<file path="src/rtl/fp_mul_seq.sv">
// fp_mul_seq: sequential IEEE-754-style multiplier.
// Rounding is round-to-nearest-even. Subnormal inputs and results are flushed to zero.
// The fraction product is built by a shift-add loop, one multiplier bit per cycle.
// Ports:
//   clk, rst_n            clock, asynchronous active-low reset
//   in_valid/in_ready     operand handshake; in_ready is high only in IDLE
//   in_a, in_b            operands {sign, exp, frac}
//   out_valid/out_ready   result handshake; out_valid is high only in DONE
//   out_data              product, held until the next result is produced
//   out_flags             {invalid, overflow, underflow, inexact}; present only
//                         when FP_MUL_FLAGS_EN is defined
module fp_mul_seq #(
  parameter int  EXP_W  = 8,
  parameter int  FRAC_W = 23,
  localparam int W      = 1 + EXP_W + FRAC_W
) (
  input  logic         clk,
  input  logic         rst_n,
  input  logic         in_valid,
  output logic         in_ready,
  input  logic [W-1:0] in_a,
  input  logic [W-1:0] in_b,
  output logic         out_valid,
  input  logic         out_ready,
  output logic [W-1:0] out_data
`ifdef FP_MUL_FLAGS_EN
  ,
  output logic [3:0]   out_flags
`endif
);
  localparam int MW   = FRAC_W + 1;       // mantissa width including hidden bit
  localparam int PW   = 2 * MW;           // product width
  localparam int EW   = EXP_W + 2;        // signed working exponent width
  localparam int CW   = $clog2(MW + 1);
  localparam int BIAS = 2 ** (EXP_W - 1) - 1;
  localparam logic [EXP_W-1:0]     EMAX  = '1;
  localparam logic [W-1:0]         QNAN  = {1'b0, EMAX, 1'b1, {(FRAC_W-1){1'b0}}};
  localparam logic signed [EW-1:0] E_INF = EW'(2 ** EXP_W - 1);
  localparam logic signed [EW-1:0] E_ONE = EW'(1);

  typedef enum logic [1:0] {IDLE, CALC, ROUND, DONE} state_t;
  state_t state, state_nxt;

  // operand fields and classification
  logic              sa, sb;
  logic [EXP_W-1:0]  ea, eb;
  logic [FRAC_W-1:0] fa, fb;
  logic              a_nan, b_nan, a_inf, b_inf, a_zero, b_zero, special;
  logic [W-1:0]      spec_word;

  assign {sa, ea, fa} = in_a;
  assign {sb, eb, fb} = in_b;
  assign a_nan   = (ea == EMAX) && (fa != '0);
  assign b_nan   = (eb == EMAX) && (fb != '0);
  assign a_inf   = (ea == EMAX) && (fa == '0);
  assign b_inf   = (eb == EMAX) && (fb == '0);
  assign a_zero  = (ea == '0);              // flush-to-zero: fraction ignored
  assign b_zero  = (eb == '0);
  assign special = a_nan | b_nan | a_inf | b_inf | a_zero | b_zero;

  always_comb begin
    spec_word = {sa ^ sb, {(W-1){1'b0}}};
    if (a_nan || b_nan)                                  spec_word = QNAN;
    else if ((a_inf && b_zero) || (b_inf && a_zero))     spec_word = QNAN;
    else if (a_inf || b_inf)                             spec_word = {sa ^ sb, EMAX, {FRAC_W{1'b0}}};
  end

  // datapath state
  logic [PW-1:0]         acc;
  logic [MW-1:0]         ma, mb;
  logic [CW-1:0]         cnt;
  logic signed [EW-1:0]  e_r;
  logic                  sign_r, spec_r;
  logic [W-1:0]          spec_word_r;
  logic [MW:0]           psum;

  // Partial-product step: add the multiplicand into the upper half when the
  // current multiplier bit is set, then shift the whole accumulator right.
  assign psum = {1'b0, acc[PW-1:MW]} + {1'b0, ma & {MW{mb[0]}}};

  // rounding path
  logic [PW-2:0]         norm_f;           // normalised product without the leading one
  logic [FRAC_W-1:0]     frac_kept, r_frac;
  logic                  guard, sticky, up, r_carry, ovf, unf;
  logic signed [EW-1:0]  e_fin;
  logic [W-1:0]          norm_word;

  always_comb begin
    norm_f    = acc[PW-1] ? acc[PW-2:0] : {acc[PW-3:0], 1'b0};
    frac_kept = norm_f[PW-2:MW];
    guard     = norm_f[MW-1];
    sticky    = |norm_f[MW-2:0];
    up        = guard & (sticky | frac_kept[0]);
    // The hidden bit is always 1, so a carry out of the fraction is the
    // mantissa carry: fraction wraps to 0 and the exponent bumps.
    {r_carry, r_frac} = {1'b0, frac_kept} + {{FRAC_W{1'b0}}, up};
    e_fin     = e_r + EW'(acc[PW-1]) + EW'(r_carry);
    ovf       = (e_fin >= E_INF);
    unf       = (e_fin < E_ONE);
    if (ovf)      norm_word = {sign_r, EMAX, {FRAC_W{1'b0}}};
    else if (unf) norm_word = {sign_r, {(EXP_W+FRAC_W){1'b0}}};
    else          norm_word = {sign_r, e_fin[EXP_W-1:0], r_frac};
  end

  // FSM: state register
  always_ff @(posedge clk or negedge rst_n) begin
    if (!rst_n) state <= IDLE;
    else        state <= state_nxt;
  end

  // FSM: next state. Specials take one pass through ROUND, which only selects
  // the word computed at accept, so their result appears one edge after accept.
  always_comb begin
    state_nxt = state;
    case (state)
      IDLE:    if (in_valid) state_nxt = special ? ROUND : CALC;
      CALC:    if (cnt == CW'(1)) state_nxt = ROUND;
      ROUND:   state_nxt = DONE;
      DONE:    if (out_ready) state_nxt = IDLE;
      default: state_nxt = IDLE;
    endcase
  end

  // FSM: outputs
  always_comb begin
    in_ready  = (state == IDLE);
    out_valid = (state == DONE);
  end

  always_ff @(posedge clk or negedge rst_n) begin
    if (!rst_n) begin
      acc         <= '0;
      ma          <= '0;
      mb          <= '0;
      cnt         <= '0;
      e_r         <= '0;
      sign_r      <= 1'b0;
      spec_r      <= 1'b0;
      spec_word_r <= '0;
      out_data    <= '0;
    end else begin
      case (state)
        IDLE: if (in_valid) begin
          acc         <= '0;
          ma          <= {1'b1, fa};
          mb          <= {1'b1, fb};
          cnt         <= CW'(MW);
          e_r         <= $signed({2'b00, ea} + {2'b00, eb} - EW'(BIAS));
          sign_r      <= sa ^ sb;
          spec_r      <= special;
          spec_word_r <= spec_word;
        end
        CALC: begin
          acc <= {psum, acc[MW-1:1]};
          mb  <= mb >> 1;
          cnt <= cnt - CW'(1);
        end
        ROUND:   out_data <= spec_r ? spec_word_r : norm_word;
        default: ;
      endcase
    end
  end

`ifdef FP_MUL_FLAGS_EN
  logic spec_inv, spec_inv_r;
  assign spec_inv = !(a_nan || b_nan) && ((a_inf && b_zero) || (b_inf && a_zero));

  always_ff @(posedge clk or negedge rst_n) begin
    if (!rst_n) begin
      spec_inv_r <= 1'b0;
      out_flags  <= '0;
    end else if (state == IDLE && in_valid) begin
      spec_inv_r <= spec_inv;
    end else if (state == ROUND) begin
      if (spec_r) out_flags <= {spec_inv_r, 3'b000};
      else        out_flags <= {1'b0, ovf, unf, ovf | unf | guard | sticky};
    end
  end
`endif

endmodule

</file>
<file path="config.mk">
export PLATFORM = sky130hd
export DESIGN_NAME = fp_mul_seq
export DESIGN_NICKNAME = d
export VERILOG_FILES = /design/src/rtl/fp_mul_seq.sv
export SDC_FILE = /design/constraint.sdc
export NUM_CORES = 1
export LEC_CHECK = 0
export CORE_MARGIN = 2
export CORE_UTILIZATION = 30
export DETAILED_ROUTE_END_ITERATION = 10
export HOLD_SLACK_MARGIN = 0.03
export SYNTH_ARGS = -nofsm -noshare
export SYNTH_HDL_FRONTEND = slang
export SYNTH_SLANG_ARGS = --single-unit
</file>
<file path="constraint.sdc">
create_clock -name clk -period 3.92 [get_ports clk]
set_input_delay 0.784 -clock clk [delete_from_list [all_inputs] [get_ports clk]]
set_output_delay 0.784 -clock clk [all_outputs]
set_load 0.02 [all_outputs]
</file>
==> results of run 1 <==
-- cell usage after synthesis (4+ instances only) --
master	number
and3_1	9
xor2_1	22
and4_1	4
nor4_1	21
a211oi_1	5
a211o_1	4
clkbuf_1	33
nor2b_1	8
and2_1	33
o2bb2ai_1	5
nand2b_1	6
dfrtp_1	150
a21oi_1	38
nand4_1	17
inv_1	23
nor2_1	22
a21o_1	8
nand2_1	102
mux2_2	30
o22ai_1	10
buf_1	4
o31ai_1	4
xnor2_1	41
nor3_1	14
mux2i_1	32
o21ai_0	80
a31oi_1	5
a22o_1	42
o21bai_1	6
nand3_1	24
ha_1	48
o21a_1	4
-- critical path, stage by stage, from the launching register on --
cell and delay (ns):
dfrtp_2 0.39, buf_2 0.16, nand2b_1 0.19, a21o_1 0.21, nor4_4 0.30, nand3_2 0.17, nor2_4 0.15, fa_2 0.25
ha_1 0.23, xor2_1 0.26, nand4_1 0.21, o41ai_4 0.50, buf_4 0.18, nand2b_1 0.22, o21ai_0 0.12
-- stage by stage --
step	util (%)	cells
after floorplan	-	917
after global placement	35.8	1397
after detailed placement	35.8	1397
after CTS	37.8	1430
after global routing	38.0	1434
final	38.0	1434
-- power by group --
part           switching (uW)  leakage (uW)  internal (uW)
combinational            2590       0.00264           2080
sequential                509       0.00190           2170
clock                     742      0.000276            854
total                    3840       0.00481           5100
-- state kept, by name (all words and copies together), names as in the netlist --
register,flops
acc,48
spec_r,1
cnt,5
state,2
e_r,10
out_data,32
spec_word_r,3
ma,24
mb,24
sign_r,1
-- worst min path at each step --
stage	start	to	slack, ns
after floorplan	ma[23]	ma[23]	0.43
after global placement	ma[23]	ma[23]	0.45
after detailed placement	ma[23]	ma[23]	0.45
after CTS	rst_n	ma[7]	0.36
after global routing	rst_n	ma[7]	0.38
final	rst_n	ma[7]	0.34
-- per-layer routing --
metal / wire [um] / up-vias / GRT usage (%) / share of wire, %
met1: 11000 / 3528 / 21.0 / 47
met3: 887 / 28 / 2.96 / 3.8
met4: 552 / 0 / 5.74 / 2.4
met5: 0 / - / 0 / 0
li1: - / 3590 / - / -
met2: 10900 / 135 / 24.0 / 47
-- final cells by class --
class | count | share of cell area [%]
Clock buffer | 18 | 3.90
Sequential cell | 150 | 33.3
Multi-Input combinational cell | 698 | 44.7
Clock inverter | 14 | 1.14
Timing Repair Buffer | 140 | 11.8
Tap cell | 390 | 4.33
Inverter | 24 | 0.799
-- what timing repair did --
action | 4_1_cts | 5_1_grt
endpoints found under the setup margin | 17 | 30
resized for setup | 0 | 8
pin swaps | 1 | 4
buffers inserted | 1 | 4
-- cells by family (layout without fill, tap and decap cells) --
logic type                 after synthesis  count (layout)  synth area share (%)
buffers and inverters                   69             196                  3.14
muxes                                   63              63                  7.45
AOI/OAI and AO/OA                      241             241                  17.7
and+or+nand+nor                        279             279                  16.6
xor gates and xnor gates                64              64                  6.28
DFF                                    150             150                  41.5
adders and majority gates               51              51                  7.31
==> impl_metrics.py, run 1 <==
metrics = {
    "status": {
        "status": "complete, no violations",
    },
    "finish": {
        "area_growth_pct": 24.7,
        "nets": 1150,
        "multiInputGateArea_um2": 5040,
        "num_antenna_cells": 0,
        "layout.cells.most_common": "dfrtp_1",
        "post_route_cells_drive_above_1_share_pct": 11.9,
        "finish.instance_area_um2": 11300,
        "seq_area_um2": 3750,
        "filler_cell_count": 2990,
        "layout.cells.most_common_list": "dfrtp_1 (149), nand2_1 (101), clkdlybuf4s50_1 (100)",
    },
    "clock_network": {
        "tritoncts_clock_tree": "built",
        "clock_sinks": 150,
        "ctsHoldBuffers": 0,
        "clk_latency_ns": 0.44,
        "clock_path_buffers": 2,
        "root_buffer": "clkbuf_16",
        "cts.reportedPaths.clkPinSlew_ns": 0.07,
        "cts_made_buffers": 17,
        "cts-htree-levels": 4,
    },
    "synthesis": {
        "postSynth.asyncResetShare_pct": 100,
        "avgSynthCellArea_um2": 9.86,
        "synth_top_area_cell": "dfrtp_1",
        "synth-seq-cells": 150,
        "synth_enable_flop_cells": 0,
        "synth.yosys.seq_area_share_pct": 41.5,
        "synthesis.nets": 1036,
        "yosys_most_used_dff": "dfrtp_1",
        "cells_after_synthesis": 917,
        "synth.top_cell.area_share_pct": 41.5,
        "mappedNetlistArea_um2": 9040,
        "ys_types": 71,
        "post_synth_main_area_contributors": "dfrtp_1 (42%), ha_1 (6.6%), o21ai_0 (4.4%)",
        "yosys_warnings": 0,
    },
    "grt": {
        "antenna_found_initial": 0,
        "first_pass_grt_wire_length_um": 38300,
        "globalRouteOverflowTotal": 0,
        "first_global_vias": 7217,
        "pin_count_of_the_biggest_net_entering_global_routing": 65,
        "grt.total_usage_pct": 15.4,
    },
    "die": {
        "fp-row-count": 63,
        "die_w_um": 178,
        "die_h_um": 178,
        "coreArea_um2": 29600,
        "io-pin-count": 102,
        "die_area_um2": 31500,
        "start_util_pct": 30.5,
    },
    "critical_path": {
        "critical_path.max_fanout": 6,
        "criticalPathCategory": "register to register",
        "cp.required_ns": 4.23,
        "timing.reg2reg.worst_path_depth": 14,
        "worstReg2RegEnd": "out_data[22]",
        "worst_ep_arrival_time_ns": 3.99,
        "critPathCapture": "out_data[22]",
        "worst_setup_sp": "acc[47]",
        "r2r-start": "acc[47]",
        "endpoint_kind": "register",
        "minimum_setup_slack_among_reg_to_reg_paths_ns": 0.24,
        "critical_path.startpoint_type": "register",
    },
    "drt": {
        "drt-total-wl_um": 23400,
        "drc_errors": 0,
        "avgRoutedWirePerCell_um": 16.3,
        "drt_first_iter_violations": 480,
        "ant_nets": 0,
        "drt_pre_antenna_iters": 5,
        "detailroute.via_count": 7281,
        "drt-vias-per-instance": 5.08,
    },
    "place": {
        "count_of_port_buffers_added_during_placement": 101,
        "pre_cts_slack_ns": -0.0364,
        "gp_congestion": 0.834,
        "placedInstanceArea_um2": 10600,
        "place_hpwl_um": 17900,
    },
    "sta": {
        "hold_viol": 0,
        "finalHoldWorstSlack_ns": 0.337,
        "final_period_minus_worst_setup_slack_ns": 3.68,
        "finalSetupTns_ns": 0,
        "finalCritPeriodShare_pct": 93.9,
        "maxClockFrequency_mhz": 272,
        "grt_setup_unrepaired": "false",
        "skew_ns": 0.0156,
        "setup_violations": 0,
        "fin_ws_ns": 0.239,
        "worst_slew_pin_slew_ns": 0.653,
        "max_slew_margin_vs_limit_pct": 56.5,
        "timing.final.max_slew_violations": 0,
    },
    "power": {
        "totalPowerFinal_uw": 8940,
        "ir_drop_mv": 0.326,
        "p_leak_uw": 0.00481,
        "power_density_of_the_placed_cells_nw_per_um2": 793,
    },
    "run": {
        "drv.max_cap_violation_count": 0,
    },
    "min_path": {
        "worst_hold_path_type": "input port to async pin",
    },
}
(Power assumes the default switching activity.)
==> inputs of run 2 (changes only) <==
- DONT_BUFFER_PORTS: unset -> 1
==> impl_metrics.py, run 2 (same netlist as run 1, synthesis figures left out) <==
metrics = {
    "power": {
        "power_density_of_the_placed_cells_nw_per_um2": 835,
        "comb_power_share_pct": 47.8,
        "psw_uw": 3710,
        "power.share.sequential_pct": 33.7,
        "p_int_uw": 4810,
        "ir_drop_mv": 0.385,
        "p_leak_uw": 0.00438,
        "netSwitchingFraction_pct": 43.5,
        "clock_power_share_pct": 18.4,
    },
    "critical_path": {
        "cp.required_ns": 4.25,
        "timing.reg2reg.worst_path_depth": 15,
        "endpoint_kind": "register",
        "critical_path.startpoint_type": "register",
        "worstReg2RegEnd": "out_data[16]",
        "critical_path.max_fanout": 17,
        "criticalPathCategory": "register to register",
        "r2r-start": "acc[47]",
        "minimum_setup_slack_among_reg_to_reg_paths_ns": 0.28,
        "worst_ep_arrival_time_ns": 3.97,
    },
    "place": {
        "count_of_port_buffers_added_during_placement": 0,
        "placedInstanceArea_um2": 9570,
        "place_hpwl_um": 17300,
        "gp_congestion": 0.881,
        "pre_cts_slack_ns": -0.0646,
        "dpl.cell_count": 1293,
    },
    "finish": {
        "num_antenna_cells": 0,
        "post_route_cells_drive_above_1_share_pct": 12.2,
        "biggest_regs": "acc x48, out_data x32",
        "layout.cells.most_common_list": "dfrtp_1 (149), nand2_1 (101), o21ai_0 (80)",
        "area_growth_pct": 12.9,
        "finish.instance_area_um2": 10200,
        "nets": 1045,
        "post_layout_nonfiller_instances": 1329,
        "largest_register_ff_count": 48,
        "layout.cells.most_common": "dfrtp_1",
        "regMostFlops": "acc",
    },
    "sta": {
        "final_period_minus_worst_setup_slack_ns": 3.64,
        "skew_ns": 0.00906,
        "finalCritPeriodShare_pct": 92.8,
        "timing.final.max_slew_violations": 0,
        "fin_ws_ns": 0.281,
        "setup_violations": 0,
        "finalHoldWorstSlack_ns": 0.0566,
        "hold_viol": 0,
        "maxClockFrequency_mhz": 275,
        "max_slew_margin_vs_limit_pct": 50.7,
        "finalSetupTns_ns": 0,
        "worst_slew_pin_slew_ns": 0.740,
    },
    "grt": {
        "grt.total_usage_pct": 15.1,
        "antenna_found_initial": 0,
        "first_global_vias": 6833,
        "first_pass_grt_wire_length_um": 37100,
        "pin_count_of_the_biggest_net_entering_global_routing": 121,
        "globalRouteOverflowTotal": 0,
    },
    "die": {
        "die_w_um": 178,
        "start_util_pct": 30.5,
        "fp-row-count": 63,
        "coreArea_um2": 29600,
        "die_h_um": 178,
        "die_area_um2": 31500,
        "io-pin-count": 102,
    },
    "drt": {
        "ant_nets": 0,
        "drt-vias-per-instance": 5.19,
        "drt-total-wl_um": 23100,
        "drt_pre_antenna_iters": 5,
        "detailroute.via_count": 6899,
        "drt_first_iter_violations": 443,
        "avgRoutedWirePerCell_um": 17.4,
        "drc_errors": 0,
    },
    "min_path": {
        "worst_hold_path_type": "input port to async pin",
    },
    "clock_network": {
        "cts_made_buffers": 17,
        "tritoncts_clock_tree": "built",
        "cts-htree-levels": 4,
        "clock_sinks": 150,
        "clock_path_buffers": 2,
        "clk_latency_ns": 0.44,
        "root_buffer": "clkbuf_16",
        "cts.reportedPaths.clkPinSlew_ns": 0.07,
    },
    "status": {
        "status": "complete, no violations",
    },
    "run": {
        "drv.max_cap_violation_count": 0,
    },
}
==> run 2: changes by cell type in the layout (fill, tap and decap cells not counted), moves of 2 or more <==
cell             before  now
buf_4                36   31
clkdlybuf4s50_1     100    0
clkinv_4              1    4
dlygate4sd3_1         0    2
==> run 2: power groups by stage <==
stage	registers [uW]	clock network (uW)	logic, uW
global route	2960	1670	4570
detailed placement	2900	0	4020
finish	2870	1570	4070
CTS	2880	1610	4070
floorplan	2720	0	3170
global placement	2880	0	3970
==> run 2: layout make-up <==
type	count	area, um^2
well taps	390	488
clock buffers	18	439
inverters	24	90.1
repair buffers	35	293
fillers	3058	19400
clock inverters	14	116
flip-flops and latches	150	3750
multi-input cells	698	5020
==> run 2: critical path, cell delays in order (launching register included) <==
cell	delay, ns
dfrtp_2	0.47
buf_4	0.18
nand2b_1	0.15
a21o_1	0.19
nor4_4	0.27
nand3_1	0.16
nor2_1	0.17
fa_2	0.26
ha_1	0.17
nand3_2	0.10
xnor2_1	0.18
or4_4	0.44
nor4b_4	0.32
nor4_4	0.07
buf_12	0.17
a32o_1	0.24
==> run 2: through the flow <==
| step | utilization, % | total power, uW |
|---|---|---|
| floorplan | - | 5890 |
| global placement | 32.3 | 6850 |
| detailed placement | 32.3 | 6920 |
| CTS | 34.3 | 8550 |
| global route | 34.4 | 9210 |
| finish | 34.4 | 8510 |
==> run 2: repair_timing <==
item	4_1_cts	5_1_grt
hold endpoints to repair	24	1
resized for setup	0	4
setup buffers	1	0
pin swaps	1	1
hold buffers	2	1
endpoints found under the setup margin	17	26
==> run 2: how the worst max path moves through the flow <==
stage | from | end | slack (ns)
after detailed placement | acc[47] | out_data[16] | -0.06
after CTS | acc[47] | out_data[22] | 0.07
final | acc[47] | out_data[16] | 0.28
after floorplan | acc[47] | out_data[10] | 0.30
after global routing | acc[47] | out_data[22] | -0.004
after global placement | acc[47] | out_data[16] | -0.01
==> run 2: per-layer routing <==
| metal | part of all wire (%) | vias up | global-route usage (%) | routed length [um] |
|---|---|---|---|---|
| met5 | 0 | - | 0 | 0 |
| met4 | 2.6 | 0 | 6.39 | 609 |
| li1 | - | 3364 | - | - |
| met3 | 6.0 | 26 | 4.18 | 1380 |
| met2 | 46 | 124 | 23.6 | 10700 |
| met1 | 45 | 3385 | 19.5 | 10400 |
==> inputs of run 3 (changes only) <==
- CORE_UTILIZATION: 30 -> 60
- PLACE_DENSITY: unset -> 0.76
==> impl_metrics.py, run 3 (same netlist as run 1, synthesis figures left out) <==
metrics = {
    "critical_path": {
        "minimum_setup_slack_among_reg_to_reg_paths_ns": 0.14,
        "criticalPathCategory": "register to register",
        "endpoint_kind": "register",
        "worst_setup_sp": "acc[47]",
        "r2r-start": "acc[47]",
        "critical_path.max_fanout": 17,
        "timing.reg2reg.worst_path_depth": 14,
        "worst_ep_arrival_time_ns": 4.10,
        "critPathCapture": "out_data[16]",
        "critical_path.startpoint_type": "register",
        "worstReg2RegEnd": "out_data[16]",
        "cp.required_ns": 4.24,
    },
    "power": {
        "power_density_of_the_placed_cells_nw_per_um2": 866,
        "clock_power_share_pct": 19.1,
        "totalPowerFinal_uw": 8580,
        "p_int_uw": 4870,
        "ir_drop_mv": 0.480,
        "p_leak_uw": 0.00434,
        "psw_uw": 3710,
        "power.share.sequential_pct": 34.0,
        "netSwitchingFraction_pct": 43.2,
        "comb_power_share_pct": 47.0,
    },
    "sta": {
        "worst_slew_pin_slew_ns": 1.01,
        "timing.final.max_slew_violations": 0,
        "skew_ns": 0.0148,
        "hold_viol": 0,
        "maxClockFrequency_mhz": 265,
        "finalHoldWorstSlack_ns": 0.0506,
        "final_period_minus_worst_setup_slack_ns": 3.78,
        "finalCritPeriodShare_pct": 96.4,
        "max_slew_margin_vs_limit_pct": 32.3,
        "setup_violations": 0,
        "finalSetupTns_ns": 0,
    },
    "finish": {
        "filler_cell_count": 1099,
        "layout.cells.most_common_list": "dfrtp_1 (147), nand2_1 (101), o21ai_0 (80)",
        "biggest_regs": "acc x48, out_data x32",
        "post_route_cells_drive_above_1_share_pct": 11.7,
        "num_antenna_cells": 0,
        "multiInputGateArea_um2": 5040,
        "largest_register_ff_count": 48,
        "nets": 1033,
        "layout.cells.most_common": "dfrtp_1",
        "regMostFlops": "acc",
        "post_layout_nonfiller_instances": 1111,
        "finish.instance_area_um2": 9910,
        "area_growth_pct": 9.62,
        "seq_area_um2": 3760,
    },
    "die": {
        "fp-row-count": 44,
        "coreArea_um2": 14600,
        "die_h_um": 127,
        "start_util_pct": 61.7,
        "die_area_um2": 16100,
        "die_w_um": 127,
        "io-pin-count": 102,
    },
    "drt": {
        "drt_pre_antenna_iters": 5,
        "drc_errors": 0,
        "drt-total-wl_um": 21600,
        "avgRoutedWirePerCell_um": 19.4,
        "drt_first_iter_violations": 433,
        "detailroute.via_count": 7004,
        "drt-vias-per-instance": 6.30,
        "ant_nets": 0,
    },
    "grt": {
        "grt.total_usage_pct": 27.8,
        "pin_count_of_the_biggest_net_entering_global_routing": 138,
        "antenna_found_initial": 0,
        "globalRouteOverflowTotal": 0,
        "first_pass_grt_wire_length_um": 35500,
        "first_global_vias": 7176,
    },
    "run": {
        "drv.max_cap_violation_count": 0,
    },
    "status": {
        "status": "complete, no violations",
    },
    "clock_network": {
        "cts_made_buffers": 17,
        "cts.reportedPaths.clkPinSlew_ns": 0.06,
        "clock_sinks": 150,
        "cts-htree-levels": 4,
        "clock_path_buffers": 2,
        "root_buffer": "clkbuf_16",
        "clk_latency_ns": 0.43,
        "tritoncts_clock_tree": "built",
    },
    "place": {
        "dpl.cell_count": 1075,
        "gp_congestion": 0.912,
        "count_of_port_buffers_added_during_placement": 0,
        "place_hpwl_um": 15800,
        "placedInstanceArea_um2": 9220,
    },
    "min_path": {
        "worst_hold_path_type": "input port to async pin",
    },
}
run 3: cell count changes in the layout (fill, tap and decap cells not counted), sizes merged:
cell / change
bufinv: +2
clkinvlp: +2
inv: -1
clkbuf: -1
clkinv: -2
buf: -12
run 3: through the flow:
step	setup WS [ns]	utilization, %
after floorplan	0.295	-
after global placement	0.133	63.0
after detailed placement	-0.0473	63.0
after CTS	0.110	67.3
after global routing	-0.0442	67.7
final	0.141	67.7
run 3: repair_timing:
item / CTS / global route
endpoints found under the setup margin: 7 / 30
hold buffers: 2 / 0
setup buffers: 1 / 1
gates cloned: 0 / 0
hold endpoints to repair: 12 / 0
pin swaps: 1 / 2
gates resized for setup: 1 / 12
run 3: final cells by class:
| type | instances | area share, % |
|---|---|---|
| inverters | 24 | 0.909 |
| clock inverters | 15 | 1.69 |
| repair buffers | 23 | 2.00 |
| multi-input cells | 698 | 50.9 |
| well taps | 184 | 2.32 |
| flip-flops and latches | 150 | 37.9 |
| clock buffers | 17 | 4.29 |
run 3: routing by layer:
metal / vias to the layer above / share of wire [%] / track usage (%)
met2: 232 / 47 / 44.9
met3: 46 / 6.9 / 6.79
met5: - / 0 / 0
met1: 3380 / 43 / 36.4
met4: 0 / 2.7 / 10.7
li1: 3346 / - / -
run 3: worst max-delay path, cell delays in order, from the launching register on:
cell      delay [ns]
dfrtp_2         0.46
nand2b_1        0.22
a21o_2          0.26
nor4_4          0.28
nand3_2         0.14
nor2_2          0.17
fa_2            0.27
ha_1            0.20
nand3_2         0.11
xnor2_1         0.21
or4_4           0.47
nor4b_4         0.33
nor4_4          0.10
buf_12          0.20
a32o_1          0.24
run 3: worst min path at each step:
| stage | startpoint | endpoint | cells after the start |
|---|---|---|---|
| final | rst_n | acc[1] | 0 |
| after global routing | rst_n | acc[1] | 0 |
| after CTS | rst_n | acc[1] | 0 |
| after detailed placement | ma[23] | ma[23] | 1 |
| after global placement | ma[23] | ma[23] | 1 |
| after floorplan | ma[23] | ma[23] | 1 |
run 3: power by group through the flow:
stage | sequential, uW | combinational (uW) | clock (uW)
2_1_floorplan | 2720 | 3170 | 0
3_3_place_gp | 2890 | 3750 | 0
3_5_place_dp | 2930 | 3920 | 0
4_1_cts | 2910 | 3960 | 1660
5_1_grt | 3000 | 4500 | 1730
6_report | 2910 | 4030 | 1630
